[src/rtl/episode_sequencer.sv]
// rtl/episode_sequencer.sv - episode scheduler for the maze Q-learning datapath
// Starts episodes, counts agent steps, detects goal/hole/timeout and decays epsilon.
module episode_sequencer #(
  parameter int                          STATE_W      = 6,
  parameter int                          EP_W         = 10,
  parameter int                          MAX_EPISODES = 256,
  parameter int                          MAX_STEPS    = 15,
  parameter int                          START_STATE  = 1,
  parameter int                          GOAL_STATE   = 25,
  parameter logic [(2**STATE_W)-1:0]     HOLE_MASK    = 64'h0000_0000_0046_41A0,
  parameter logic [15:0]                 EPS_INIT     = 16'hE000,
  parameter int                          EPS_SHIFT    = 4,
  parameter logic [15:0]                 EPS_MIN      = 16'h0800
) (
  input  logic               clk,
  input  logic               rst,
  input  logic               go,
  input  logic [STATE_W-1:0] state_in,
  input  logic               step_valid,
  output logic               agent_start,
  output logic               agent_en,
  output logic               state_load,
  output logic [STATE_W-1:0] cur_state,
  output logic [EP_W-1:0]    episode,
  output logic [4:0]         step_cnt,
  output logic [EP_W-1:0]    success_cnt,
  output logic [15:0]        epsilon,
  output logic               new_gen,
  output logic               goal_hit,
  output logic               hole_hit,
  output logic               timeout,
  output logic               busy,
  output logic               finish,
  output logic               fail
);

  typedef enum logic [2:0] {
    S_IDLE   = 3'd0,
    S_START  = 3'd1,
    S_RUN    = 3'd2,
    S_END_EP = 3'd3,
    S_DONE   = 3'd4
  } state_t;

  localparam logic [4:0]         LAST_STEP = 5'(MAX_STEPS - 1);
  localparam logic [EP_W-1:0]    EP_LAST   = EP_W'(MAX_EPISODES);
  localparam logic [STATE_W-1:0] START_S   = STATE_W'(START_STATE);
  localparam logic [STATE_W-1:0] GOAL_S    = STATE_W'(GOAL_STATE);

  state_t      state;
  state_t      state_nxt;
  logic        is_goal;
  logic        is_hole;
  logic        is_last;
  logic        ep_end;
  logic [15:0] eps_dec;
  logic [15:0] eps_next;

  // End check looks at the incoming state and the step count before it increments.
  assign is_goal  = (state_in == GOAL_S);
  assign is_hole  = HOLE_MASK[state_in];
  assign is_last  = (step_cnt == LAST_STEP);
  assign ep_end   = step_valid && (is_goal || is_hole || is_last);
  assign eps_dec  = epsilon - (epsilon >> EPS_SHIFT);
  assign eps_next = (eps_dec < EPS_MIN) ? EPS_MIN : eps_dec;

  always_ff @(posedge clk or posedge rst) begin
    if (rst) begin
      state <= S_IDLE;
    end else begin
      state <= state_nxt;
    end
  end

  always_comb begin
    state_nxt = state;
    case (state)
      S_IDLE, S_DONE: if (go) state_nxt = S_START;
      S_START:        state_nxt = S_RUN;
      S_RUN:          if (ep_end) state_nxt = S_END_EP;
      S_END_EP:       state_nxt = (episode == EP_LAST) ? S_DONE : S_START;
      default:        state_nxt = S_IDLE;
    endcase
  end

  always_comb begin
    agent_start = (state == S_START);
    new_gen     = (state == S_START);
    state_load  = (state == S_START);
    agent_en    = (state == S_START) || (state == S_RUN);
    busy        = (state == S_START) || (state == S_RUN) || (state == S_END_EP);
    finish      = (state == S_DONE);
    fail        = (state == S_DONE) && (success_cnt == '0);
  end

  // Cause pulses are registered so they appear in the END_EP cycle.
  always_ff @(posedge clk or posedge rst) begin
    if (rst) begin
      cur_state   <= START_S;
      episode     <= '0;
      step_cnt    <= '0;
      success_cnt <= '0;
      epsilon     <= EPS_INIT;
      goal_hit    <= 1'b0;
      hole_hit    <= 1'b0;
      timeout     <= 1'b0;
    end else begin
      goal_hit <= 1'b0;
      hole_hit <= 1'b0;
      timeout  <= 1'b0;
      case (state)
        S_IDLE, S_DONE: begin
          if (go) begin
            episode     <= '0;
            success_cnt <= '0;
            epsilon     <= EPS_INIT;
          end
        end
        S_START: begin
          cur_state <= START_S;
          step_cnt  <= '0;
          episode   <= episode + 1'b1;
        end
        S_RUN: begin
          if (step_valid) begin
            cur_state <= state_in;
            step_cnt  <= step_cnt + 5'd1;
            if (is_goal) begin
              goal_hit    <= 1'b1;
              success_cnt <= success_cnt + 1'b1;
            end else if (is_hole) begin
              hole_hit <= 1'b1;
            end else if (is_last) begin
              timeout <= 1'b1;
            end
          end
        end
        S_END_EP: epsilon <= eps_next;
        default: ;
      endcase
    end
  end

endmodule
[config.mk]
export PLATFORM = sky130hd
export DESIGN_NAME = episode_sequencer
export DESIGN_NICKNAME = d
export VERILOG_FILES = /design/src/rtl/episode_sequencer.sv
export SDC_FILE = /design/constraint.sdc
export NUM_CORES = 1
export LEC_CHECK = 0
export BUFFER_PORTS_ARGS = -buffer_cell sky130_fd_sc_hd__buf_2
export CAP_MARGIN = 15
export CORE_MARGIN = 2
export CORE_UTILIZATION = 51
export CTS_CLUSTER_DIAMETER = 50
export DETAILED_ROUTE_END_ITERATION = 7
export GPL_TIMING_DRIVEN = 0
export PLACE_DENSITY = 0.7
export SYNTH_ARGS = -nofsm -noshare
export SYNTH_HDL_FRONTEND = slang
export SYNTH_SLANG_ARGS = --single-unit
[constraint.sdc]
create_clock -name clk -period 3.09 [get_ports clk]
set_input_delay 0.309 -clock clk [delete_from_list [all_inputs] [get_ports clk]]
set_output_delay 0.309 -clock clk [all_outputs]
set_load 0.05 [all_outputs]
==> metrics.txt <==
Design Area, Final 4320 µm²; GRT Total Usage 23.2%; CP delay by family, top compound AO/OA/AOI/OAI gates; Avg Inst Size Synth 8.76 µm²; chip height 87.6 µm; vias in the first global route 2976; largest net degree at the start of global routing 36; Via density 5.52; share of layout cells above drive strength 1 24.3%; leading area contributor after synthesis dfrtp_1; final setup fails 0; I/O Pins 67; largest cells by area after synthesis dfrtp_1 34%, ha_1 7.7%, nand2_1 6.1%; Post-Route WL 8600 µm; Routed Antenna Nets 0; crit path capture type register; htree depth 2; final hold vios 0; asr flop ratio synth 100%; Critical-path top delay cell dfstp_2; Synth Register Bits 53; number of synthesized flops with an enable pin 0; Post-Place Worst Slack -0.190 ns; crit path cell chain inv_1 > ha_1 > buf_2 > a2111oi_4 > o211ai_2 > o211ai_1 > o31ai_2 > and3_1 > buf_6 > o311ai_2; initial drt markers 198; Worst Tran Pin Value 0.673 ns; area share of the largest cell type after synthesis 34.4%; number of remaining DRC errors 0; CTS tree done; Hold Crit Class input port to register; status completed; clock-pin slew on the worst setup and hold paths 0.10 ns; Critical Path AT 3.21 ns; Placeable Area 6790 µm²; Slew headroom 55.0%; final setup TNS 0 ns; die outline width 87.6 µm; Adder-Cell Fraction of Synth Area 8.28%; RD Place Congestion 0.936; RSZ-0062 raised after global routing true; slack of the critical path 0.103 ns; fmax 335 MHz; Syn. warnings 0; Layout Cells excl Fill 589; main combinational cell family by area after synthesis compound AO/OA/AOI/OAI gates; Via Count 3253; initial cell density of the core 52.5%; Avg WL per Cell 14.6 µm; placed cell count 570; maximum clock insertion buffer count 2; Unique masters post-synth 62; Final min period 2.99 ns; Syn Inst Count 407; critical path launch point type register; critical path peak fanout 10; PortBufs 66; Crit path required time 3.31 ns; Slew Viols, Final 0; Multi-input gate area 2120 µm²; post-layout net count 525; cell leakage power 2.12 nW; cts bufs inserted 5; worst skew pair latency 0.31 ns; Seq/Total Area, Yosys 37.3%; Filler Cells Inserted 599; compound-gate portion of the synthesized area 24.0%; ant diodes 0; PD cells 1110 nW/µm²; placed instance area 4040 µm²; area grow syn2layout 21.1%; grt ovf 0; Core Rows 30; Synth Flop Type dfrtp_1; clock root cell clkbuf_8; mux cell area share after synthesis 1.12%; initial antenna violation count 0; drt first pass iters 4; post-detail-place hpwl 6290 µm; max cap viols 0; Clock Sinks 53; post-synthesis xor/xnor area fraction 3.44%; Max stage delay on crit path 0.61 ns; Fin Clk Skew 0.00575 ns; post-synthesis cell area 3560 µm²; Reg area 1330 µm²; first-pass GRT wire length 14300 µm; worst hold slack 0.237 ns; WP buf/inv 3; final critical-path share of the clock period 96.7%; crit path kind register to register; Max IR drop VDD 0.420 mV; die area 7670 µm²; Simple-Gate Fraction of Synth Area 20.4%; syn_nets 440
-- cell usage in the layout, fill, tap and decap left out, types with 3 or more instances in the layout --
master	count
o311ai_2	3
inv_1	23
nand2b_1	6
dfrtp_1	48
a21oi_1	19
xnor2_1	5
a31oi_1	5
a21o_1	6
ha_1	22
o21a_1	4
or3_1	5
nand3_1	15
nor2_1	26
clkbuf_1	12
and3_1	9
o22ai_1	3
o31ai_1	3
nor4_1	3
nor3_1	4
o211ai_1	6
nand2_1	58
buf_2	68
clkbuf_8	6
nand4_1	8
dfstp_2	4
o21ai_0	33
nand3b_1	3
buf_4	13
xor2_1	9
and2_1	4
mux2i_1	4
o21bai_1	6
-- report_power, final --
| group | internal [W] | switching, W | total, W |
|---|---|---|---|
| sequential | 0.000861 | 0.000182 | 0.00104 |
| combinational | 0.00119 | 0.00208 | 0.00327 |
| clock | 0.000264 | 0.000234 | 0.000498 |
-- worst paths after layout --
kind / from / end / slack (ns) / cells after the start
max in group asynchronous: rst / cur_state[0]$_DFFE_PP1P_ / 1.98 / 4
worst min register to register: cur_state[5]$_DFFE_PP0P_ / cur_state[5]$_DFFE_PP0P_ / 0.48 / 2
min in group asynchronous: rst / epsilon[3]$_DFFE_PP0P_ / 0.53 / 3
worst max register to register: epsilon[15]$_DFFE_PP1P_ / epsilon[7]$_DFFE_PP0P_ / 0.10 / 10
worst max-delay path: epsilon[15]$_DFFE_PP1P_ / epsilon[7]$_DFFE_PP0P_ / 0.10 / 10
worst min-delay path: go / state[2]$_DFFE_PP0P_ / 0.24 / 2
-- what timing repair did --
| item | in CTS | in global routing |
|---|---|---|
| resized for setup | 2 | 12 |
| pin swaps | 0 | 8 |
| setup buffers | 0 | 11 |
| setup endpoints to repair | 11 | 11 |
| hold endpoints to repair | 15 | 0 |
| cloned | 0 | 0 |
| hold buffers | 1 | 0 |
-- per-stage QoR --
stage | total power, W | utilization [%]
floorplan | 0.00338 | -
global placement | 0.00393 | 59.1
detailed placement | 0.00401 | 59.4
CTS | 0.00454 | 61.5
global route | 0.00519 | 63.6
finish | 0.00481 | 63.6
-- kinds of logic (layout without fill, tap and decap cells) --
| kind of cell | count (synthesis) | in the layout |
|---|---|---|
| mux | 4 | 4 |
| simple gates | 151 | 151 |
| flops | 53 | 53 |
| buf+inv | 44 | 130 |
| fa+ha+maj | 23 | 23 |
| xor+xnor | 14 | 14 |
| compound gates | 118 | 118 |
-- layout make-up --
cell class	count	share of cell area (%)
buffer	18	2.17
clock buffer	7	2.00
clock inverter	1	0.695
inverter	25	2.17
multi-input combinational	310	49.1
sequential	53	30.9
tap	96	2.78
timing repair buffer	79	10.3
-- cells in the mapped netlist (8+ instances only) --
cell,count
inv_1,25
and3_1,9
nor2_1,26
dfrtp_1,49
clkbuf_1,12
a21oi_1,20
xor2_1,9
nand4_1,8
nand3_1,16
o21ai_0,34
ha_1,22
nand2_1,58
-- layer usage --
layer | up-vias | GRT usage (%) | part of all wire (%) | wire length [µm]
li1 | 1626 | - | - | -
met1 | 1544 | 33.5 | 47 | 4090
met2 | 73 | 36.6 | 46 | 3990
met3 | 10 | 4.15 | 5.1 | 442
met4 | 0 | 5.31 | 1.0 | 89
met5 | - | 0 | 0 | 0
-- sequential cells by signal (all words and copies together) (netlist names) --
register     flops
epsilon         16
episode         10
success_cnt     10
cur_state        6
step_cnt         5
state            3
goal_hit         1
hole_hit         1
timeout          1
Power figures use the tool's default switching activity.
